## config.mk

```make
export PLATFORM = sky130hd
export DESIGN_NAME = pipeline_drain_flat
export DESIGN_NICKNAME = d
export VERILOG_FILES = /design/src/rtl/pipeline_drain_if.sv /design/src/rtl/pipeline_drain.sv /design/src/flat_wrapper.sv
export SDC_FILE = /design/constraint.sdc
export NUM_CORES = 1
export LEC_CHECK = 0
export BUFFER_PORTS_ARGS = -buffer_cell sky130_fd_sc_hd__buf_2
export CAP_MARGIN = 10
export CORE_AREA = 4 4 182 140
export DETAILED_ROUTE_END_ITERATION = 8
export DIE_AREA = 0 0 186 144
export PLACE_DENSITY_LB_ADDON = 0.05
export SYNTH_ARGS = -nofsm -noshare
export SYNTH_HDL_FRONTEND = slang
export SYNTH_SLANG_ARGS = --single-unit
```

## constraint.sdc

```tcl
create_clock -name clk -period 12.4 [get_ports clk]
set_clock_uncertainty 0.15 [all_clocks]
set_input_delay 1.86 -clock clk [delete_from_list [all_inputs] [get_ports clk]]
set_output_delay 1.86 -clock clk [all_outputs]
set_load 0.005 [all_outputs]
```

## src/rtl/pipeline_drain_if.sv

```systemverilog
// Handshake bundle between pipeline_drain, the upstream enable-driven
// pipeline, and the downstream consumer.
//   in_valid/in_ready   producer side of the upstream pipeline input
//   pipe_en             global enable into the upstream pipeline
//   pipe_out            last-stage register of the upstream pipeline
//   out_valid/out_ready consumer handshake on the FIFO head
//   out                 FIFO head data
//   count               FIFO occupancy
// slave: the drain block. master: the surrounding environment.
interface pipeline_drain_if #(
  parameter int DW    = 32,
  parameter int DEPTH = 8
);
  logic                         in_valid;
  logic                         in_ready;
  logic                         pipe_en;
  logic [DW-1:0]                pipe_out;
  logic                         out_valid;
  logic                         out_ready;
  logic [DW-1:0]                out;
  logic [$clog2(DEPTH+1)-1:0]   count;

  modport master (
    output in_valid, input in_ready, input pipe_en, output pipe_out,
    input out_valid, output out_ready, input out, input count
  );

  modport slave (
    input in_valid, output in_ready, output pipe_en, input pipe_out,
    output out_valid, input out_ready, output out, output count
  );
endinterface

```

## src/rtl/pipeline_drain.sv

```systemverilog
// pipeline_drain: flow-control wrapper downstream of an N-stage
// enable-driven pipeline. Generates the pipeline enable, shadows stage
// validity, captures last-stage words into a DEPTH-entry first-word-fall-
// through FIFO, and presents them on a valid/ready stream.
// Ports:
//   clk  rising-edge clock
//   rst  asynchronous active-high reset
//   bus  pipeline_drain_if.slave (in_valid/in_ready, pipe_en, pipe_out,
//        out_valid/out_ready, out, count)
module pipeline_drain #(
  parameter int DW    = 32,
  parameter int N     = 8,
  parameter int DEPTH = 8
) (
  input  logic              clk,
  input  logic              rst,
  pipeline_drain_if.slave   bus
);

  localparam int CW = $clog2(DEPTH + 1);
  localparam int PW = (DEPTH > 1) ? $clog2(DEPTH) : 1;

  logic [N-1:0]  vld;
  logic [PW-1:0] wr_ptr;
  logic [PW-1:0] rd_ptr;
  logic [CW-1:0] count_q;
  logic [DW-1:0] mem [DEPTH];

  logic full;
  logic en;
  logic push;
  logic pop;

  function automatic logic [PW-1:0] next_ptr(input logic [PW-1:0] p);
    return (p == PW'(DEPTH - 1)) ? '0 : p + PW'(1);
  endfunction

  // The enable ignores out_ready on purpose: a full FIFO stalls the
  // pipeline for the cycle of a pop, keeping out_ready off the in_ready path.
  always_comb begin
    full = (count_q == CW'(DEPTH));
    en   = ~vld[N-1] | ~full;
    push = en & vld[N-1];
    pop  = (count_q != '0) & bus.out_ready;
  end

  assign bus.pipe_en   = en;
  assign bus.in_ready  = en;
  assign bus.out_valid = (count_q != '0);
  assign bus.count     = count_q;
  assign bus.out       = mem[rd_ptr];

  always_ff @(posedge clk or posedge rst) begin
    if (rst) begin
      vld     <= '0;
      wr_ptr  <= '0;
      rd_ptr  <= '0;
      count_q <= '0;
    end else begin
      // Bubbles shift along with data; whatever leaves stage N-1 without
      // a valid bit is simply not pushed.
      if (en) begin
        vld[0] <= bus.in_valid;
        for (int unsigned i = 1; i < N; i++) begin
          vld[i] <= vld[i-1];
        end
      end
      if (push) wr_ptr <= next_ptr(wr_ptr);
      if (pop)  rd_ptr <= next_ptr(rd_ptr);
      case ({push, pop})
        2'b10:   count_q <= count_q + CW'(1);
        2'b01:   count_q <= count_q - CW'(1);
        default: count_q <= count_q;
      endcase
    end
  end

  // Storage is not reset; stale entries are unreachable once count is 0.
  always_ff @(posedge clk) begin
    if (push) mem[wr_ptr] <= bus.pipe_out;
  end

endmodule

```

## src/flat_wrapper.sv

```systemverilog
// flat-port wrapper written by rule: the top's interface ports become plain ports
module pipeline_drain_flat 
#(
  parameter int DW    = 32,
  parameter int N     = 8,
  parameter int DEPTH = 8
)
  (clk, rst, bus_in_valid, bus_in_ready, bus_pipe_en, bus_pipe_out, bus_out_valid, bus_out_ready, bus_out, bus_count);
  pipeline_drain_if #(.DW(DW), .DEPTH(DEPTH)) bus_i ();
  input  logic clk;
  input  logic rst;
  input wire logic [$bits(bus_i.in_valid)-1:0] bus_in_valid;
  output wire logic [$bits(bus_i.in_ready)-1:0] bus_in_ready;
  output wire logic [$bits(bus_i.pipe_en)-1:0] bus_pipe_en;
  input wire logic [$bits(bus_i.pipe_out)-1:0] bus_pipe_out;
  output wire logic [$bits(bus_i.out_valid)-1:0] bus_out_valid;
  input wire logic [$bits(bus_i.out_ready)-1:0] bus_out_ready;
  output wire logic [$bits(bus_i.out)-1:0] bus_out;
  output wire logic [$bits(bus_i.count)-1:0] bus_count;
  assign bus_i.in_valid = bus_in_valid;
  assign bus_in_ready = bus_i.in_ready;
  assign bus_pipe_en = bus_i.pipe_en;
  assign bus_i.pipe_out = bus_pipe_out;
  assign bus_out_valid = bus_i.out_valid;
  assign bus_i.out_ready = bus_out_ready;
  assign bus_out = bus_i.out;
  assign bus_count = bus_i.count;
  pipeline_drain #(.DW(DW), .N(N), .DEPTH(DEPTH)) u_core (.clk(clk), .rst(rst), .bus(bus_i));
endmodule
```

Word level (Yosys, flattened, before mapping)
Memory sizes are Yosys's and may differ from the RTL's.
Cells that the tools add are included.
{"block": "classes", "add_sub_neg": 4, "eq_ne": 5, "muxes": 5, "bitwise": 5, "reduce_logical": 2}
{"operator": "$pmux 4 s2", "n": 1}
{"operator": "$add 3x1->3 const B", "n": 2}
{"operator": "$eq 3x3->1 const B", "n": 2}
{"operator": "$mux 3", "n": 2}
{"operator": "$add 4x1->4 const B", "n": 1}
{"operator": "$eq 4x4->1 const B", "n": 1}
{"operator": "$reduce_bool 4->1", "n": 1}
{"operator": "$sub 4x1->4 const B", "n": 1}
{"operator": "$and 1x1->1", "n": 2}
{"operator": "$eq 2x1->1 const B", "n": 1}
{"operator": "$eq 2x2->1 const B", "n": 1}
{"operator": "$mux 1", "n": 2}
{"operator": "$not 1->1", "n": 2}
{"operator": "$reduce_bool 2->1", "n": 1}
{"operator": "$or 1x1->1", "n": 1}
{"block": "totals", "register_bits": 18, "ram_bits": 256, "inputBits": 36, "output_inout_bits": 39, "elab_cells": 26, "n_memories": 1}
{"name": "u_core.mem", "words": 8, "word_bits": 32, "rd": 1, "rd_ports_with_merged_regs": 0, "wr": 1, "line": "pipeline_drain.sv:27", "rtl": "logic [DW-1:0] mem [DEPTH];"}

Longest topological paths before layout
Gate-level depths: netlist (run 1).
{"block": "logic_depth", "depth_word": 6, "ltp_mapped": 10, "mapped_depth_nobuf": 10}

Worst setup path after synthesis (run 1)
No wires, ideal clock.
{"block": "synth_path", "kind": "register -> register", "from": "reg u_core.count_q[0] (netlist: u_core.bus.count[0])", "to": "mem u_core.mem[0][0] (enable)", "setup_ns": 0.501, "arrival_time_ns": 4.006, "required_ns": 11.749, "setup_slack_ns": 7.743, "path_stages_with_launch": 5, "n_path_buf": 1, "synth_period_minus_slack_ns": 4.657, "cell_sequence": "dfrtp_1 -> nor3_1 -> a21bo_2 -> buf_2 -> nor4_1"}
{"block": "synth_via", "elab_chain_cells": 6}
{"item": "from (decl)", "line": "pipeline_drain.sv:26", "rtl": "logic [CW-1:0] count_q;"}
{"item": "from (signal assigned)", "line": "pipeline_drain.sv:71", "rtl": "2'b10: count_q <= count_q + CW'(1);"}
{"item": "from (signal assigned)", "line": "pipeline_drain.sv:72", "rtl": "2'b01: count_q <= count_q - CW'(1);"}
{"item": "from (signal assigned)", "line": "pipeline_drain.sv:73", "rtl": "default: count_q <= count_q;"}
{"item": "$eq 4x4->1", "line": "pipeline_drain.sv:41", "rtl": "full = (count_q == CW'(DEPTH));"}
{"item": "$not 1->1", "line": "pipeline_drain.sv:42", "rtl": "en = ~vld[N-1] | ~full;"}
{"item": "$or 1x1->1", "line": "pipeline_drain.sv:42"}
{"item": "$and 1x1->1", "line": "pipeline_drain.sv:43", "rtl": "push = en & vld[N-1];"}
{"item": "$mux 1", "line": "pipeline_drain.sv:80", "rtl": "if (push) mem[wr_ptr] <= bus.pipe_out;"}
{"item": "$mux 1 (implied by the code)", "line": "pipeline_drain.sv:80"}
{"item": "to (decl)", "line": "pipeline_drain.sv:27"}
No other way between the ends.

Final worst setup path (run 1)
{"block": "layout_path", "from": "reg u_core.rd_ptr[0]", "to": "out bus_out[8]"}
{"block": "layout_via", "elab_chain_cells": 1}
{"item": "from (decl)", "line": "pipeline_drain.sv:25", "rtl": "logic [PW-1:0] rd_ptr;"}
{"item": "from (signal assigned)", "line": "pipeline_drain.sv:69", "rtl": "if (pop) rd_ptr <= next_ptr(rd_ptr);"}
{"item": "$mem_v2 8x32"}
{"item": "to (decl)", "line": "flat_wrapper.sv:18", "rtl": "output wire logic [$bits(bus_i.out)-1:0] bus_out;"}
No other way between the ends.

==> reports/metrics.cfg, run 1 <==
[clocking]
cts_made_buffers=28
cts_buffer_depth=3
cts_tree=yes
htreeDepth=1
holdBufCountCts=0
ctsResizeCount=0
worst_setup_hold_path_clk_slew_ns=0.06
worstSkewPairLatency_ns=0.52
post_cts.repair.setup_buffers=0
root_buffer=clkbuf_16
cts.sinks=274

[finish]
fin_cells=873
fin_area_um2=12200
fillers=1894
fin_util=0.515
finalNetCount=593
seqCellArea_um2=8150
multi_input_area_um2=2310
synthToLayoutAreaGrowth_pct=15.8
antenna_cells=0
drive_gt1_frac=0.414

[detailed_routing]
vias=4729
remaining_drc_errors=0
drt-wirelength-per-cell_um=23.0
final_antenna_net_count=0
drtIter0Drc=288
vias_per_cell=5.42
drt_pass1_iterations=4
wl_mm=20.1

[placement]
numPortBuffers=74
dpl_worst_slack_ns=7.67
dp_hpwl_mm=11.0
place_inst=826
placed_area_um2=11300
place_congestion=0.670

[timing]
fmax_ghz=0.193
grt_setup_unrepaired=false
drv_slew=0
tightest_slew_ns=1.04
totalNegativeSetupSlack_ns=0
finalHoldViolCount=0
post-route-period-util=0.417
hold_ws_ns=0.326
slew_headroom=0.304
finalCriticalPeriod_ns=5.17
setup_viol=0
setup_ws_ns=7.23

[worst_setup_path]
endpoint_kind=primary output
slowest_delay_ns=0.78
critPathRequiredTime_ns=10.39
crit_slowest_cell=buf_4
path_max_fanout=43
start_kind=flop
crit_chain=buf_4 > mux4_2 > mux2_2 > buf_2
arrival_ns=3.16
crit_type=flop to primary output

[power_and_ir_drop]
power_density_nw_per_um2=242
ir_worst_vdd_mv=0.139
p_total_mw=2.96
p_leak_nw=4.04

[run]
cap_violations=0

[grt]
grtUsageTotal=0.154
antenna_found_initial=1
grt.overflow.total=0
grt_pass1_wl_mm=30.9
grt_pass1_vias=5073
grt_max_degree=67

[yosys]
ys_types=29
yosysWarnings=0
async_reset_ff_frac=0.0657
synth.avg_cell_area_um2=23.3
synth_edf_count=256
synth_ff_type=edfxtp_1
synth.net_count=495
ys_seq_area_frac=0.773
syn_area_um2=10500
ys_ff_latch=274
syn-instance-count=452

[floorplanning]
dieArea_um2=26800
coreArea_um2=23700
ios=75
fp.dieW_um=186
start_util=0.445
die_height_um=144
num_rows=49

[run_status]
outcome=finished clean

[min_path]
hold_path.class=flop to flop

-- routing by layer --
metal | up-vias | track usage | part of all wire
met2 | 91 | 0.259 | 0.49
met4 | 2 | 0.0299 | 0.016
met1 | 2517 | 0.211 | 0.44
met3 | 33 | 0.0329 | 0.047
met5 | - | 0 | 0.00065
li1 | 2086 | - | -
-- area by class of cell --
cell class | instances | area share
well taps | 306 | 0.0314
multi-input cells | 156 | 0.189
clock inverters | 13 | 0.0107
clock buffers | 34 | 0.0610
inverters | 2 | 0.000615
repair buffers | 88 | 0.0390
flip-flops and latches | 274 | 0.668
-- Yosys cell counts (all sizes together), types with 2 or more instances --
cell type	count	area, um2
o21ai	2	10.0
clkbuf	5	18.8
ha	7	87.6
buf	15	106
nand3	3	20.0
a21o	2	15.0
nor2	4	15.0
mux2	42	473
dfrtp	18	450
nand2	5	18.8
nand2b	6	37.5
xnor2	2	17.5
mux4	64	1440
nor3	8	40.0
edfxtp	256	7690
xor2	3	26.3
nor4	2	12.5
inv	2	7.51
-- cells by family (layout without fill, tap and decap cells) --
family,Yosys count,in the layout,share of synthesized area
fa+ha+maj,7,7,0.00832
compound gates,7,7,0.00463
xor+xnor,5,5,0.00416
flops,274,274,0.773
mux,106,106,0.182
buf+inv,22,137,0.0126
simple gates,31,31,0.0159
-- registers in the layout, indices dropped and copies added, names as in the netlist --
signal,flops
u_core.vld,8
u_core.rd_ptr,3
u_core.mem,256
u_core.wr_ptr,3
u_core.bus.count,4
-- report_power, final --
group | leakage, nW | internal [mW] | switching [mW]
sequential | 2.53 | 1.21 | 0.125
combinational | 1.08 | 0.436 | 0.384
clock | 0.426 | 0.482 | 0.320
-- critical path: cells and delay by family, from the launching register on --
| kind | cells | cell delay (ns) |
|---|---|---|
| multiplexers | 2 | 0.93 |
| buffers and inverters | 2 | 0.92 |
| flip-flops | 1 | 0.75 |
-- cell usage in the layout, fill, tap and decap left out, types with 2 or more instances in the layout --
master and count:
nor3_1 4, xor2_1 3, inv_1 2, dfrtp_1 15
nor3_2 4, buf_4 14, nand2b_1 6, dfrtp_4 2
bufinv_16 3, nor2_4 3, o21ai_0 2, buf_2 74
clkbuf_1 5, nand3_1 2, a21o_1 2, mux4_2 64
xnor2_1 2, clkinv_1 8, ha_1 7, mux2_1 6
edfxtp_1 256, nand2_1 5, clkinv_2 2, clkbuf_16 29
mux2_2 36
-- worst paths after layout --
check / start / to / slack, ns / cells past startpoint
setup / recovery: u_core.rd_ptr[0] / bus_out[8] / 7.23 / 4
hold / removal: u_core.vld[6] / u_core.vld[7] / 0.33 / 1
hold reg to reg: u_core.vld[6] / u_core.vld[7] / 0.33 / 1
setup reg to reg: u_core.bus.count[1] / u_core.bus.count[2] / 9.64 / 10
min in group asynchronous: rst / u_core.bus.count[2] / 1.29 / 2
max in group asynchronous: rst / u_core.rd_ptr[0] / 10.29 / 2
Note: power is estimated with default switching activity, not from simulation.
==> inputs of run 2 (changes only) <==
ABC_AREA = 1   (was default)
CORE_AREA = 4 4 185 142   (was 4 4 182 140)
DIE_AREA = 0 0 189 146   (was 0 0 186 144)
clock period = 4.3 ns   (was 12.4 ns; I/O delays follow)
==> reports/metrics.cfg, run 2 <==
[run_status]
outcome=finished clean

[floorplanning]
start_util=0.440
num_rows=50
coreArea_um2=24600
ios=75
die_height_um=146
fp.dieW_um=189
dieArea_um2=27600

[yosys]
synthTopCellsByCount=edfxtp_1 (256), nor2_1 (141), nand2_1 (125), o21ai_0 (103), o22ai_1 (65)
synth.avg_cell_area_um2=12.9
yosys.area.top_type_share=0.711
yosysTopAreaCell=edfxtp_1
synth_ff_type=edfxtp_1
synthTopCellsByArea=edfxtp_1 (71%), nor2_1 (4.9%), o21ai_0 (4.8%)
ys_ff_latch=274
synth_edf_count=256
ys_types=23
yosysMostFrequentCell=edfxtp_1
ys_seq_area_frac=0.752
synth.net_count=884
syn_area_um2=10800
yosysWarnings=0
syn-instance-count=841
async_reset_ff_frac=0.0657

[worst_setup_path]
start_kind=flop
arrival_ns=2.88
crit_type=flop to primary output
crit_path_frequent_cell=nand2_1
crit_chain=inv_4 > buf_12 > o21ai_0 > o22ai_1 > nand2_1 > nand2_1 > buf_2
path_max_fanout=75
critPathTopFamily=buffers and inverters
slowest_delay_ns=0.68
endpoint_kind=primary output
crit_slowest_cell=dfrtp_4
critical_path_buf_inv_count=3
critPathRequiredTime_ns=3.50

[detailed_routing]
final_antenna_net_count=0
vias_per_cell=5.22
drt_pass1_iterations=4
wl_met2_mm=12.4
vias=6649
drtIter0Drc=375
routedLengthMet1_mm=11.0
highest_layer=met5
remaining_drc_errors=0
wl_mm=24.9
drt-wirelength-per-cell_um=19.6
dr_wl_met3_um=976

[clocking]
root_buffer=clkbuf_16
worstSkewPairLatency_ns=0.53
cts_buffer_depth=3
cts_tree=yes
htreeDepth=1
cts_made_buffers=28
post_cts.repair.setup_buffers=0
ctsResizeCount=0
cts.sinks=274
worst_setup_hold_path_clk_slew_ns=0.06
holdBufCountCts=0

[grt]
grt_pass1_vias=6848
grt_max_degree=86
antenna_found_initial=2
grt_pass1_wl_mm=38.4
grt.overflow.total=0
grtUsageTotal=0.179

[power_and_ir_drop]
p_leak_nw=4.45
power_density_nw_per_um2=717
switchingPower_mw=3.15
ir_worst_vdd_mv=0.410
p_clk_frac=0.267
p_seq_frac=0.412
swShare=0.353
p_int_mw=5.79
comb_power_share=0.321

[run]
cap_violations=0

[finish]
largest_register_ffs=256
fillers=2059
fin_area_um2=12500
final_cell_mix=edfxtp_1 (256), nor2_1 (133), nand2_1 (125)
multi_input_area_um2=2340
regMostFlops=u_core.mem
mostFrequentLayoutCell=edfxtp_1
drive_gt1_frac=0.166
finalNetCount=956
seqCellArea_um2=8140
synthToLayoutAreaGrowth_pct=15.3

[timing]
totalNegativeSetupSlack_ns=0
setup_viol=0
fmax_ghz=0.272
drv_slew=0
finalHoldViolCount=0
finalCriticalPeriod_ns=3.67
tightest_slew_ns=0.972
grt_setup_unrepaired=false
slew_headroom=0.350
post-route-period-util=0.854

[placement]
dp_hpwl_mm=13.5
placed_area_um2=11500
numPortBuffers=74
place_congestion=0.690

[min_path]
hold_path.class=input port to async pin

==> run 2: cell count changes in the layout (fill, tap and decap cells not counted), sizes merged, moves of 5 or more <==
cell,delta
nand2,+120
nor3,-8
o22ai,+65
nor2,+138
mux2,-42
mux4,-64
inv,+22
nand2b,-6
o21ai,+139
buf,+5
==> run 2: layer usage <==
metal,global-route usage,vias up
li1,-,3191
met1,0.233,3269
met2,0.314,143
met3,0.0288,44
met4,0.0466,2
met5,0,-
==> run 2: area by class of cell <==
cell class                      instances  area share
Multi-Input combinational cell        493       0.188
Antenna cell                            1    0.000201
Clock buffer                           35      0.0624
Inverter                               23     0.00712
Sequential cell                       274       0.653
Clock inverter                         17      0.0123
Tap cell                              338      0.0339
Timing Repair Buffer                   93      0.0431
==> run 2: path summary, 6_finish.rpt <==
check,end,depth (start not counted),slack [ns],start
worst max-delay path,bus_out[19],7,0.63,u_core.rd_ptr[0]
worst min-delay path,u_core.vld[0],2,0.08,rst
worst max register to register,u_core.mem[7][3],8,1.60,u_core.bus.count[3]
worst min register to register,u_core.vld[7],2,0.32,u_core.vld[6]
max in group asynchronous,u_core.rd_ptr[0],2,3.38,rst
min in group clk,u_core.vld[0],3,0.19,bus_in_valid
==> run 2: stage by stage <==
stage	instances	utilization	hold slack, ns	setup WS (ns)	total power [mW]
after floorplan	841	-	0.273	1.46	5.58
after global placement	1221	0.469	0.285	1.25	6.56
after detailed placement	1221	0.469	0.307	1.20	6.65
after CTS	1273	0.507	0.103	0.627	9.06
after global routing	1274	0.507	0.128	0.403	9.55
final	1274	0.507	0.0803	0.630	8.94
==> run 2: power groups by stage <==
stage	logic, mW	clock network [mW]	registers [mW]
after floorplan	1.98	0	3.60
after global placement	2.84	0	3.72
after detailed placement	2.92	0	3.74
after CTS	2.93	2.44	3.68
after global routing	3.27	2.55	3.73
final	2.87	2.39	3.68
==> run 2: cell families after synthesis <==
logic type      synth area share
fa+ha+maj                0.00809
simple gates              0.0968
compound gates             0.104
xor+xnor                 0.00243
buf+inv                   0.0368
flops                      0.752
==> inputs of run 3 (changes only) <==
==> constraint.sdc (replaced) <==
create_clock -name clk -period 4.3 [get_ports clk]
set_clock_uncertainty 0.15 [all_clocks]
set_input_delay 0.215 -clock clk [delete_from_list [all_inputs] [get_ports clk]]
set_output_delay 0.215 -clock clk [all_outputs]
set_load 0.005 [all_outputs]
==> reports/metrics.cfg, run 3 (same netlist as run 2, synthesis figures left out) <==
[finish]
multi_input_area_um2=2340
seqCellArea_um2=8140
final_cell_mix=edfxtp_1 (256), nor2_1 (133), nand2_1 (125)
antenna_cells=0
mostFrequentLayoutCell=edfxtp_1
largest_register_ffs=256
finalNetCount=985
fin_cells=1298
fin_area_um2=12700
drive_gt1_frac=0.141
fillers=2111
synthToLayoutAreaGrowth_pct=17.3
regMostFlops=u_core.mem

[run_status]
outcome=finished clean

[min_path]
hold_path.class=input port to flop

[power_and_ir_drop]
p_total_mw=8.77
p_leak_nw=4.52
power_density_nw_per_um2=691
ir_worst_vdd_mv=0.318

[detailed_routing]
final_antenna_net_count=0
vias_per_cell=5.22
drt-wirelength-per-cell_um=19.0
remaining_drc_errors=0
wl_mm=24.6
drt_pass1_iterations=4
drtIter0Drc=408
vias=6780

[grt]
gr-usage-met3=0.0312
antenna_found_initial=1
grt_pass1_wl_mm=39.0
grt_max_degree=101
globalRouteMet1Util=0.264
grt_pass1_vias=6657
grt.overflow.total=0
top_usage_layer=met2
met2_usage=0.281
grtUsageTotal=0.179

[worst_setup_path]
start_kind=flop
r2r_slack_ns=1.60
crit_type=flop to primary output
crit_chain=inv_4 > buf_4 > o21ai_0 > o22ai_1 > nand2_1 > nand2_1 > buf_2
crit_path_frequent_cell=nand2_1
endpoint_kind=primary output
critPathRequiredTime_ns=3.93
slowest_delay_ns=0.84
critPathTopFamily=buffers and inverters
crit_slowest_cell=inv_4
arrival_ns=2.91
critical_path_buf_inv_count=3
path_max_fanout=100

[floorplanning]
dieArea_um2=27600
num_rows=50
coreArea_um2=24600
die_height_um=146
start_util=0.440
ios=75
fp.dieW_um=189

[timing]
fmax_ghz=0.305
finalCriticalPeriod_ns=3.28
totalNegativeSetupSlack_ns=0
post-route-period-util=0.762
slew_headroom=0.258
setup_viol=0
tightest_slew_ns=1.11
finalHoldViolCount=0
drv_slew=0
grt_setup_unrepaired=false

[run]
cap_violations=0

[placement]
placed_area_um2=11500
numPortBuffers=74
place_inst=1213
dp_hpwl_mm=12.9
place_congestion=0.758

[clocking]
worstSkewPairLatency_ns=0.52
htreeDepth=1
root_buffer=clkbuf_16
cts_buffer_depth=3
cts_made_buffers=28
worst_setup_hold_path_clk_slew_ns=0.06
cts_tree=yes
cts.sinks=274

==> run 3: cell count changes in the layout (fill, tap and decap cells not counted), sizes merged <==
cell / change
buf: -5
inv: -1
dlygate4sd3: +34
clkinvlp: -2
bufinv: -1
clkbuf: -2
diode: -1
clkinv: +2
==> run 3: worst register-to-register path, cell delays in order (launching register included) <==
cell and delay [ns]:
dfrtp_1 0.42, inv_1 0.09, nor2_1 0.04, nand2_1 0.09, nand2_1 0.14, nor2_1 0.20
inv_1 0.20, nor2_4 0.61, buf_4 0.42
==> run 3: layout make-up <==
cell class	instances	area share
Timing Repair Buffer	122	0.0682
Inverter	23	0.00700
Tap cell	338	0.0333
Clock inverter	15	0.00680
Sequential cell	274	0.642
Clock buffer	33	0.0584
Multi-Input combinational cell	493	0.185
==> run 3: through the flow <==
step | hold slack [ns] | util | setup slack [ns]
CTS | 0.0503 | 0.514 | 0.916
floorplan | 0.00357 | - | 1.46
detailed placement | 0.219 | 0.466 | 1.48
global placement | 0.197 | 0.465 | 1.55
global route | 0.0717 | 0.516 | 0.777
finish | 0.0838 | 0.516 | 1.02
==> run 3: power breakdown <==
group / leakage [nW] / switching, mW / internal (mW)
clock network: 0.405 / 0.945 / 1.27
logic: 1.58 / 1.97 / 0.965
registers: 2.54 / 0.186 / 3.43
==> run 3: worst paths after layout <==
path / endpoint / from / cells past startpoint
worst max-delay path: bus_out[7] / u_core.rd_ptr[0] / 7
worst min-delay path: u_core.rd_ptr[0] / bus_out_ready / 3
worst max register to register: u_core.mem[7][3] / u_core.bus.count[3] / 8
worst min register to register: u_core.vld[7] / u_core.vld[6] / 2
max in group asynchronous: u_core.rd_ptr[0] / rst / 3
min in group asynchronous: u_core.vld[0] / rst / 3
==> run 3: what timing repair did <==
action                                 in CTS  in global routing
setup buffers                               0                  0
endpoints found under the hold margin     275                  0
gates resized for setup                     0                  0
setup endpoints to repair                   0                  0
hold buffers                               34                  0
==> run 3: layer usage <==
layer  part of all wire  vias up  routed length, um
met5            0.00053        -                 13
met4              0.017        2                409
met3              0.045       33               1100
met2               0.47      161              11500
met1               0.47     3348              11600
li1                   -     3236                  -
